### src/rtl/video_pkg.sv
// Shared types and constants for the video stream checker and stimulus blocks.
package video_pkg;

  typedef enum logic [1:0] {
    SEEK,
    ACTIVE,
    WAIT_SOF
  } chk_state_t;

  // Bit positions inside err_flags
  localparam int unsigned ERR_SOF_EARLY   = 0;
  localparam int unsigned ERR_SOF_MISSING = 1;
  localparam int unsigned ERR_EOL_EARLY   = 2;
  localparam int unsigned ERR_EOL_LATE    = 3;

  // Fibonacci taps 16,14,13,11 mapped onto state bits 15,13,12,10
  localparam logic [15:0] LFSR_TAPS = 16'hB400;

endpackage

### src/rtl/lfsr16.sv
// 16-bit Fibonacci LFSR; shifts toward the MSB, feedback enters at bit 0.
module lfsr16 import video_pkg::*; #(
  parameter logic [15:0] SEED = 16'hACE1
) (
  input  logic        clk,
  input  logic        rst,
  input  logic        en,
  output logic [15:0] state
);

  // Advance one step per enabled cycle; SEED must be nonzero
  always_ff @(posedge clk or posedge rst) begin
    if (rst) begin
      state <= SEED;
    end else if (en) begin
      state <= {state[14:0], ^(state & LFSR_TAPS)};
    end
  end

endmodule

### config.mk
export PLATFORM = sky130hd
export DESIGN_NAME = lfsr16
export DESIGN_NICKNAME = d
export VERILOG_FILES = /design/src/rtl/video_pkg.sv /design/src/rtl/lfsr16.sv
export SDC_FILE = /design/constraint.sdc
export NUM_CORES = 1
export LEC_CHECK = 0
export BUFFER_PORTS_ARGS = -buffer_cell sky130_fd_sc_hd__buf_2
export CAP_MARGIN = 10
export CORE_MARGIN = 2
export CORE_UTILIZATION = 45
export CTS_BUF_LIST = sky130_fd_sc_hd__clkbuf_8 sky130_fd_sc_hd__clkbuf_16
export CTS_CLUSTER_SIZE = 24
export DETAILED_ROUTE_END_ITERATION = 16
export GPL_TIMING_DRIVEN = 0
export HOLD_SLACK_MARGIN = 0.02
export PLACE_DENSITY = 0.76
export SYNTH_ARGS = -nofsm -noshare
export SYNTH_HDL_FRONTEND = slang
export SYNTH_SLANG_ARGS = --single-unit
### constraint.sdc
create_clock -name clk -period 1.6 [get_ports clk]
set_input_delay 0 -clock clk [delete_from_list [all_inputs] [get_ports clk]]
set_output_delay 0 -clock clk [all_outputs]
set_load 0.02 [all_outputs]
==> summary.md, run 1 <==
| Metric | Value |
|---|---|
| Outcome | complete, no violations |
| Slack of the critical path | between 0.5 and 0.6 ns |
| CP cell instances | xnor2_1 > xnor2_1 > a21oi_1 |
| Worst setup SP type | flop |
| CP max stage cell | dfstp_2 |
| Syn_nets | 42 |
| Synth area leaders | dfstp_2, dfrtp_1, mux2_4 |
| H-Tree Depth | 1 |
| Crit path DAT | 1.20 ns |
| Worst hold path cell count | 2 |
| Via density | 4.95 |
| Die span in x | 42.9 µm |
| Skew final | 0.00468 ns |
| Crit path kind | reg -> reg |
| Max Fclk | 0.977 GHz |
| # IOs | 19 |
| Cell area after synthesis | 679 µm² |
| Max incr delay on CP | 0.56 ns |
| Most frequent CP cell | xnor2_1 |
| GRT overflow | 0 |
| Share of cells above drive strength 1 | 75.4% |
| Top Registers | state: 16 flops |
| Avg Cell Area, Syn | 17.4 µm² |
| Final Wtd Congestion | ~0.66 |
| Primary FF master, synth | dfstp_2 |
| R2R cell count | 3 |
| Final setup viols | 0 |
| RSZ-0062 raised after global routing | false |
| Maxcap violations | 0 |
| DR vias | between 300 and 400 |
| Worst Path Max Fanout | 4 |
| DR WL/cell | 13.8 µm |
| Row count | 14 |
| Core Box Area | 0.00145 mm² |
| Gr usage total | 14.2% |
| Die Area | approximately 0.0018 mm² |
| Leakage power | 0.398 nW |
| Clk pin slew, worst setup/hold paths | 0.06 ns |
| Pre-CTS setup slack | 0.593 ns |
| Sequential share of the synthesized area | around three fifths |
| CTS buffer count | 3 |
| Synth cell types | 10 |
| Largest net degree at the start of global routing | 17 |
| Period minus WS final | approximately 1.0 ns |
| Slew @ Worst Pin | 0.587 ns |
| Seq cells post-synth | 16 |
| Yosys top cell area share | 30.9% |
| Starting density of the core | a little under half |
| First-pass GRT wire length | 1860 µm |
| ANT nets after route | 0 |
| Post-layout nets | 65 |
| Fin crit share | 64.0% |
| Max Slew Vio Count | 0 |
| Slew headroom | 60.8% |
| Hold Fails Final Rpt | 0 |
| Root Buffer | clkbuf_8 |
| Pwr/cell area | 2470 mW/mm² |
| Post-synth EDFFs | 0 |
| List of most frequent post-synthesis cells | dfrtp_1, dfstp_2, mux2_4 |
| Hpwl dp | between 700 and 800 µm |
| Ys Warns | 0 |
| Cells after Synth | 39 |
| Largest area contributor in the netlist | dfstp_2 |
| Vias in the first global route | ~400 |
| Max FFs per register | 16 |
| Maximum VDD drop | around 1.2 mV |
| Detailed Route Iter0 Violations | 7 |
| Min-Delay Path Class | in -> reg |
| Async SR Flop Fraction | 100% |
| CTS tree | built |
| Layout area overhead | 25.0% |
| Clock latency on the worst-skew pair | roughly 0.25 ns |
| DR pass1 iterations | 4 |
| Final WL | 1060 µm |
| Final Power | 0.00210 W |
| Worst path required time | roughly 1.8 ns |
| Largest reg by FF count | state |
| Initial antenna violation count | 0 |
| # clock sinks | 16 |
| Crit. End Element | flop |
| Clock Tree Buf Depth | 2 |
| Setup tns final | 0 ns |
| Finished Core Util | 58.4% |
| Number of buffers added on ports | 17 |
| Vert. Die Dim | 42.9 µm |
| Ant. Diodes | 0 |
| DRC errors left | 0 |
-- timing repair --
item	4_1_cts	5_1_grt
endpoints found under the hold margin	8	0
hold buffers	1	0
setup buffers	0	0
gates resized for setup	0	0
-- cell usage in the layout (no fill, tap or decap) --
cell type | synthesis | routed
buf_2 | 0 | 17
mux2_4 | 8 | 8
dfstp_2 | 8 | 8
dfrtp_1 | 8 | 8
mux2_2 | 7 | 7
clkbuf_8 | 0 | 4
xnor2_1 | 3 | 3
buf_6 | 1 | 1
buf_12 | 1 | 1
inv_1 | 1 | 1
nor2_1 | 1 | 1
a21oi_1 | 1 | 1
dlygate4sd3_1 | 0 | 1
-- final timing paths --
check                                   endpoint                   from  slack, ns
max reg2reg                 state[0]$_DFFE_PP1P_  state[10]$_DFFE_PP1P_       0.58
max                         state[0]$_DFFE_PP1P_  state[10]$_DFFE_PP1P_       0.58
min                         state[4]$_DFFE_PP0P_                     en       0.05
max in group asynchronous  state[14]$_DFFE_PP0P_                    rst       0.85
min in group asynchronous   state[4]$_DFFE_PP0P_                    rst       0.36
min reg2reg                 state[0]$_DFFE_PP1P_   state[0]$_DFFE_PP1P_       0.52
-- cell families after synthesis --
| logic type | Yosys count | share of synthesized area (%) |
|---|---|---|
| compound gates | 1 | 0.736 |
| xor+xnor | 3 | 3.87 |
| simple gates | 1 | 0.552 |
| buf+inv | 3 | 5.16 |
| flops | 16 | 60.4 |
| mux | 15 | 29.3 |
-- per-layer routing --
| layer | vias to the layer above | part of all wire [%] | track usage (%) |
|---|---|---|---|
| met3 | 2 | 4.7 | 3.83 |
| met5 | - | 0 | 0 |
| met4 | 0 | 1.4 | 7.50 |
| li1 | 175 | - | - |
| met1 | 191 | 45 | 18.1 |
| met2 | 13 | 49 | 21.8 |
-- per-stage QoR --
step	cells	hold slack, ns	area, µm²
after CTS	77	0.0529	850
after global placement	72	0.0765	785
after floorplan	39	-0.0920	679
after global routing	77	0.0628	850
after detailed placement	72	0.0837	785
final	77	0.0533	850
-- report_power, final --
group          internal [W]  switching [W]
clock              0.000218       0.000136
combinational      0.000432       0.000453
sequential         0.000691       0.000168
total               0.00134       0.000756
-- final cells by class --
cell class,count,area (µm²)
Sequential cell,16,410
Fill cell,126,604
Clock buffer,4,55.1
Tap cell,16,20.0
Multi-Input combinational cell,20,234
Inverter,1,3.75
Timing Repair Buffer,18,95.1
Buffer,2,31.3
-- critical path: cells and delay by family (launching register included) --
family	cells	cell delay [ns]
compound gates	1	0.15
flops	1	0.56
xor+xnor	2	0.24
No activity file was read; power rests on OpenSTA's default activity.
==> run 2: changes to the inputs <==
==> constraint.sdc (replaced) <==
create_clock -name clk -period 1.1 [get_ports clk]
set_input_delay 0 -clock clk [delete_from_list [all_inputs] [get_ports clk]]
set_output_delay 0 -clock clk [all_outputs]
set_load 0.02 [all_outputs]
==> summary.md, run 2 (synthesis gave the netlist of run 1 again) <==
| Metric | Value |
|---|---|
| # clock sinks | 16 (unchanged) |
| Crit path DAT | 1.19 ns (was 1.20 ns) |
| Reg2reg setup slack | 0.08 ns (was 0.58 ns) |
| Period minus WS final | 1.02 ns (about the same) |
| Clock latency on the worst-skew pair | 0.25 ns (about the same) |
| Fin crit share | 92.7% (was 64.0%) |
| Max Fclk | 0.980 GHz (was 0.977 GHz) |
| Skew final | 0.00467 ns (was 0.00468 ns) |
| Slack of the critical path | 0.0798 ns (was 0.576 ns) |
| CTS tree | built (unchanged) |
| Maxcap violations | 0 (unchanged) |
| Largest net degree at the start of global routing | 17 (unchanged) |
| Post-layout nets | 65 (unchanged) |
| Worst hold path cell count | 2 (unchanged) |
| Worst setup SP type | flop (unchanged) |
| Detail Route met2 WL | 517 µm (was 519 µm) |
| Worst path required time | 1.27 ns (was 1.78 ns) |
| Maximum VDD drop | 1.68 mV (was 1.15 mV) |
| Wire length on met3 | 49 µm (was 50 µm) |
| Filler instances | 126 (unchanged) |
| Layout area overhead | 25.0% (unchanged) |
| CTS buffer count | 3 (unchanged) |
| DR pass1 iterations | 4 (unchanged) |
| Met1 wire length | 476 µm (was 474 µm) |
| Crit. End Element | flop (unchanged) |
| Hpwl dp | 763 µm (unchanged) |
| Slew headroom | 60.9% (was 60.8%) |
| Commonest non-fill, non-tap cell in the layout | buf_2 (unchanged) |
| Clk pin slew, worst setup/hold paths | 0.06 ns (about the same) |
| ANT nets after route | 0 (unchanged) |
| Max FFs per register | 16 (unchanged) |
| Gr usage total | 14.2% (unchanged) |
| Min-Delay Path Class | in -> reg (unchanged) |
| Reg-to-reg endpoint | state[0]$_DFFE_PP1P_ (unchanged) |
| Final Wtd Congestion | 0.660 (unchanged) |
| Pre-CTS setup slack | 0.0929 ns (was 0.593 ns) |
| Worst setup path startpoint | state[10]$_DFFE_PP1P_ (unchanged) |
| Die Area | 0.00184 mm² (unchanged) |
| Largest reg by FF count | state (unchanged) |
| Most frequent cells in the layout | buf_2, mux2_4, dfstp_2, dfrtp_1, mux2_2 (unchanged) |
| Detailed Route Iter0 Violations | 6 (was 7) |
| Ant. Diodes | 0 (unchanged) |
| First-pass GRT wire length | 1860 µm (unchanged) |
| Row count | 14 (unchanged) |
| Beginning of the worst register-to-register path | state[10]$_DFFE_PP1P_ (unchanged) |
| Number of buffers added on ports | 17 (unchanged) |
| R2R cell count | 3 (unchanged) |
| Critical path endpoint | state[0]$_DFFE_PP1P_ (unchanged) |
| RSZ-0062 raised after global routing | false (unchanged) |
| Max Slew Vio Count | 0 (unchanged) |
| Setup tns final | 0 ns (unchanged) |
| Clock Tree Buf Depth | 2 (unchanged) |
| Sequential power share | 41.0% (about the same) |
| Internal power | 0.00195 W (was 0.00134 W) |
| CP max stage cell | dfstp_2 (unchanged) |
| Final WL | 1060 µm (about the same) |
| Pwr/cell area | 3590 mW/mm² (was 2470 mW/mm²) |
| Slew @ Worst Pin | 0.586 ns (was 0.587 ns) |
| Root Buffer | clkbuf_8 (unchanged) |
| DRC errors left | 0 (unchanged) |
| Core Box Area | 0.00145 mm² (unchanged) |
| GRT overflow | 0 (unchanged) |
| Max Used Layer | met4 (unchanged) |
| Starting density of the core | 46.7% (unchanged) |
| Via density | 4.95 (unchanged) |
| DR vias | 381 (unchanged) |
| Worst Path Max Fanout | 4 (unchanged) |
| Max incr delay on CP | 0.56 ns (about the same) |
| Outcome | complete, no violations (unchanged) |
| Vert. Die Dim | 42.9 µm (unchanged) |
| Clock network power share | 16.9% (about the same) |
| Initial antenna violation count | 0 (unchanged) |
| Final setup viols | 0 (unchanged) |
| Share of cells above drive strength 1 | 75.4% (unchanged) |
| DR WL/cell | 13.8 µm (about the same) |
| CP cell instances | xnor2_1 > xnor2_1 > a21oi_1 (unchanged) |
| Leakage power | 0.398 nW (unchanged) |
| Switching share of power | 36.1% (about the same) |
| Top Registers | state: 16 flops (unchanged) |
| Vias in the first global route | 410 (unchanged) |
| # IOs | 19 (unchanged) |
| Most frequent CP cell | xnor2_1 (unchanged) |
| Die span in x | 42.9 µm (unchanged) |
| Hold Fails Final Rpt | 0 (unchanged) |
| H-Tree Depth | 1 (unchanged) |
| Crit path kind | reg -> reg (unchanged) |
| NetSw | 0.00110 W (was 0.000756 W) |
| Combinational group share of total power | 42.2% (about the same) |
## run 2: cell type report
cell class | instances | area, µm² | share of cell area, %
sequential | 16 | 410 | 48.3
tap | 16 | 20.0 | 2.36
timing repair buffer | 18 | 95.1 | 11.2
multi-input combinational | 20 | 234 | 27.5
clock buffer | 4 | 55.1 | 6.48
inverter | 1 | 3.75 | 0.442
buffer | 2 | 31.3 | 3.68
## run 2: worst max-delay path: cells and delay by family, from the launching register on
kind	cells	cell delay (ns)
AOI/OAI and AO/OA	1	0.09
xor gates and xnor gates	2	0.29
DFF	1	0.56
## run 2: timing repair
action | in CTS | in global routing
setup endpoints to repair | 0 | 1
endpoints found under the hold margin | 8 | 0
hold buffers | 1 | 0
setup buffers | 0 | 0
gates resized for setup | 0 | 0
## run 2: worst min-delay path by stage
stage | start | to | slack (ns)
final | en | state[4]$_DFFE_PP0P_ | 0.05
after global routing | en | state[13]$_DFFE_PP1P_ | 0.06
after floorplan | rst | state[12]$_DFFE_PP0P_ | -0.09
after CTS | en | state[4]$_DFFE_PP0P_ | 0.05
after global placement | rst | state[4]$_DFFE_PP0P_ | 0.08
after detailed placement | rst | state[3]$_DFFE_PP0P_ | 0.08
## run 2: power by group through the flow
stage / Combinational, W / Sequential (W) / Clock (W)
3_3_place_gp: 0.00127 / 0.00124 / 0
4_1_cts: 0.00130 / 0.00126 / 0.000526
2_1_floorplan: 0.000541 / 0.00162 / 0
3_5_place_dp: 0.00130 / 0.00127 / 0
6_report: 0.00129 / 0.00125 / 0.000515
5_1_grt: 0.00137 / 0.00131 / 0.000554
## run 2: per-stage QoR
step	std cells	power, W	hold WS (ns)	utilization, %	area, µm²
3_5_place_dp	72	0.00256	0.0837	54.0	785
3_3_place_gp	72	0.00251	0.0765	54.0	785
5_1_grt	77	0.00324	0.0628	58.4	850
2_1_floorplan	39	0.00216	-0.0920	-	679
6_report	77	0.00305	0.0533	58.4	850
4_1_cts	77	0.00309	0.0529	58.4	850
## run 2: layer usage
| layer | global-route usage [%] | up-vias |
|---|---|---|
| met5 | 0 | - |
| met4 | 7.50 | 0 |
| met3 | 3.83 | 2 |
| met2 | 21.8 | 13 |
| met1 | 18.1 | 191 |
| li1 | - | 175 |
==> run 3: changes to the inputs <==
--- a/config.mk
+++ b/config.mk
@@ -5,11 +5,11 @@
 export SDC_FILE = /design/constraint.sdc
 export NUM_CORES = 1
 export LEC_CHECK = 0
+export ABC_AREA = 1
 export BUFFER_PORTS_ARGS = -buffer_cell sky130_fd_sc_hd__buf_2
-export CAP_MARGIN = 10
+export CAP_MARGIN = 20
 export CORE_MARGIN = 2
 export CORE_UTILIZATION = 45
-export CTS_BUF_LIST = sky130_fd_sc_hd__clkbuf_8 sky130_fd_sc_hd__clkbuf_16
 export CTS_CLUSTER_SIZE = 24
 export DETAILED_ROUTE_END_ITERATION = 16
 export GPL_TIMING_DRIVEN = 0
==> summary.md, run 3 <==
| Metric | Value |
|---|---|
| Gr usage total | 16.7% (was 14.2%) |
| Clk pin slew, worst setup/hold paths | 0.08 ns (was 0.06 ns) |
| Starting density of the core | 46.9% (was 46.7%) |
| Compound-Gate Fraction of Synth Area | 6.34% (was 0.737%) |
| Most numerous cell in the Yosys netlist | nand2_1 |
| Final Wtd Congestion | 0.650 (was 0.660) |
| Syn_nets | 81 (was 42) |
| Setup tns final | 0 ns (unchanged) |
| Detailed Route Iter0 Violations | 10 (was 6) |
| Vias in the first global route | 515 (was 410) |
| Clock latency on the worst-skew pair | 0.28 ns (was 0.25 ns) |
| Synth cell types | 12 (was 10) |
| Most frequent cells in the layout | nand2_1, buf_2, inv_1, dfstp_2, dfrtp_1 (was buf_2, mux2_4, dfstp_2, dfrtp_1, mux2_2) |
| Largest reg by FF count | state (unchanged) |
| Yosys top cell area share | 30.4% (was 30.9%) |
| Seq cells post-synth | 16 (unchanged) |
| Placed Cells | 111 (was 72) |
| Worst Path Max Fanout | 4 (unchanged) |
| Top Registers | state: 16 flops (unchanged) |
| Largest net degree at the start of global routing | 17 (unchanged) |
| List of most frequent post-synthesis cells | nand2_1, dfrtp_1, dfstp_2, inv_1, o21ai_0 (was dfrtp_1, dfstp_2, mux2_4) |
| Final Power | 0.00188 W (was 0.00305 W) |
| ANT nets after route | 0 (unchanged) |
| DRC errors left | 0 (unchanged) |
| Crit path DAT | 1.01 ns (was 1.19 ns) |
| Maximum VDD drop | 0.998 mV (was 1.68 mV) |
| Period minus WS final | 1.01 ns (was 1.02 ns) |
| Post-Synth Simple-Gate Area | 22.8% (was 0.552%) |
| Synth Area in Adders | 0% (unchanged) |
| Commonest non-fill, non-tap cell in the layout | nand2_1 (was buf_2) |
| Die Area | 0.00186 mm² (was 0.00184 mm²) |
| Vert. Die Dim | 43.2 µm (was 42.9 µm) |
| CP delay by family, top | flip-flops (unchanged) |
| Post-layout nets | 105 (was 65) |
| Pwr/cell area | 2240 mW/mm² (was 3590 mW/mm²) |
| Avg Cell Area, Syn | 8.85 µm² (was 17.4 µm²) |
| Slew headroom | 61.6% (was 60.9%) |
| Slew @ Worst Pin | 0.576 ns (was 0.586 ns) |
| Skew final | 0.00129 ns (was 0.00467 ns) |
| Sequential share of the synthesized area | 59.4% (was 60.4%) |
| Crit. End Element | output port (was flop) |
| Outcome | complete, no violations (unchanged) |
| Fin crit share | 91.8% (was 92.7%) |
| Min-Delay Path Class | in -> async (was in -> reg) |
| # clock sinks | 16 (unchanged) |
| Worst setup SP type | flop (unchanged) |
| Row count | 14 (unchanged) |
| Core Box Area | 0.00147 mm² (was 0.00145 mm²) |
| Pre-CTS setup slack | 0.117 ns (was 0.0929 ns) |
| # IOs | 19 (unchanged) |
| Filler instances | 142 (was 126) |
| Root Buffer | clkbuf_4 (was clkbuf_8) |
| DR pass1 iterations | 4 (unchanged) |
| Final WL | 1260 µm (was 1060 µm) |
| Max Fclk | 0.990 GHz (was 0.980 GHz) |
| Crit path kind | reg -> out (was reg -> reg) |
| Largest area contributor in the netlist | dfstp_2 (unchanged) |
| Hpwl dp | 928 µm (was 763 µm) |
| Ant. Diodes | 0 (unchanged) |
| Cell area after synthesis | 691 µm² (was 679 µm²) |
| Maxcap violations | 0 (unchanged) |
| Hold Fails Final Rpt | 0 (unchanged) |
| CP max stage cell | dfstp_2 (unchanged) |
| Max FFs per register | 16 (unchanged) |
| Share of cells above drive strength 1 | 34.0% (was 75.4%) |
| Layout area overhead | 21.4% (was 25.0%) |
| Post-synth EDFFs | 0 (unchanged) |
| DR vias | 556 (was 381) |
| CP bufs+invs | 1 (was 0) |
| Synthesized-area fraction occupied by xor and xnor cells | 1.27% (was 3.87%) |
| Primary FF master, synth | dfstp_2 (unchanged) |
| Number of buffers added on ports | 17 (unchanged) |
| Placement Cell Area | 796 µm² (was 785 µm²) |
| Mux cell area share after synthesis | 0% (was 29.3%) |
| Final Non-Filler Cells | 116 (was 77) |
| CTS resizes | 0 (unchanged) |
| Leakage power | 0.459 nW (was 0.398 nW) |
| DR WL/cell | 10.9 µm (was 13.8 µm) |
| Max Slew Vio Count | 0 (unchanged) |
| CTS tree | built (unchanged) |
| Cells after Synth | 78 (was 39) |
| Synth area leaders | dfstp_2, dfrtp_1, nand2_1 (was dfstp_2, dfrtp_1, mux2_4) |
| H-Tree Depth | 1 (unchanged) |
| CP cell instances | buf_2 (was xnor2_1 > xnor2_1 > a21oi_1) |
| CTS buffer count | 3 (unchanged) |
| First-pass GRT wire length | 2240 µm (was 1860 µm) |
| Clock Tree Buf Depth | 2 (unchanged) |
| RSZ-0062 raised after global routing | false (unchanged) |
| Ys Warns | 0 (unchanged) |
| Worst path required time | 1.10 ns (was 1.27 ns) |
| Final setup viols | 0 (unchanged) |
| Post-CTS setup buffers | 0 (unchanged) |
| Async SR Flop Fraction | 100% (unchanged) |
| Slack of the critical path | 0.0897 ns (was 0.0798 ns) |
| Post-route cell area | 838 µm² (was 850 µm²) |
| Via density | 4.79 (was 4.95) |
| Largest family of logic cells by synthesized area | simple AND/OR/NAND/NOR gates (was multiplexers) |
| Die span in x | 43.2 µm (was 42.9 µm) |
| Initial antenna violation count | 0 (unchanged) |
| GRT overflow | 0 (unchanged) |
| Max incr delay on CP | 0.56 ns (about the same) |
## run 3: cell count changes after synthesis, moves of 2 or more
cell,delta
inv_1,+7
o21ai_0,+7
xnor2_1,-2
nand2_1,+37
buf_6,+2
mux2_2,-7
mux2_4,-8
## run 3: logic make-up (layout without fill, tap and decap cells)
group,after synthesis,in the layout
compound gates,8,8
xor+xnor,1,1
buf+inv,12,34
flops,16,16
simple gates,41,41
## run 3: final timing paths
path | startpoint | cells after the start | to | slack, ns
setup reg to reg | state[13]$_DFFE_PP1P_ | 6 | state[0]$_DFFE_PP1P_ | 0.11
hold reg to reg | state[7]$_DFFE_PP1P_ | 2 | state[7]$_DFFE_PP1P_ | 0.47
max in group asynchronous | rst | 3 | state[13]$_DFFE_PP1P_ | 0.41
setup / recovery | state[13]$_DFFE_PP1P_ | 1 | state[13] | 0.09
min in group clk | state[7]$_DFFE_PP1P_ | 2 | state[7]$_DFFE_PP1P_ | 0.47
hold / removal | rst | 3 | state[3]$_DFFE_PP0P_ | 0.31
## run 3: area by class of cell
| class | count | area (µm²) | share of cell area, % |
|---|---|---|---|
| timing repair buffer | 19 | 105 | 12.5 |
| buffer | 3 | 33.8 | 4.03 |
| multi-input combinational | 50 | 210 | 25.1 |
| sequential | 16 | 410 | 49.0 |
| tap | 16 | 20.0 | 2.39 |
| clock buffer | 3 | 22.5 | 2.69 |
| inverter | 9 | 36.3 | 4.33 |
## run 3: metal layers
layer  track usage, %  share of wire [%]  vias up
li1                 -                  -      277
met1             21.1                 45      262
met2             26.3                 49       15
met3             3.83                4.3        2
met4             9.09                1.7        0
met5                0                  0        -
## run 3: timing repair
item                       in CTS  in global routing
setup endpoints to repair       0                  0
hold endpoints to repair       14                  0
hold buffers                    2                  0
## run 3: report_power, final
group,internal (W),leakage [nW],switching [W],total (W)
clock network,0.000127,0.0138,0.000171,0.000299
registers,0.000804,0.189,0.000129,0.000933
logic,0.000227,0.256,0.000420,0.000646
## run 3: stage by stage
stage          util, %  hold slack [ns]
2_1_floorplan        -          -0.0920
3_3_place_gp      54.1           0.0833
3_5_place_dp      54.1           0.0914
4_1_cts           57.0            0.325
5_1_grt           57.0            0.357
6_report          57.0            0.313
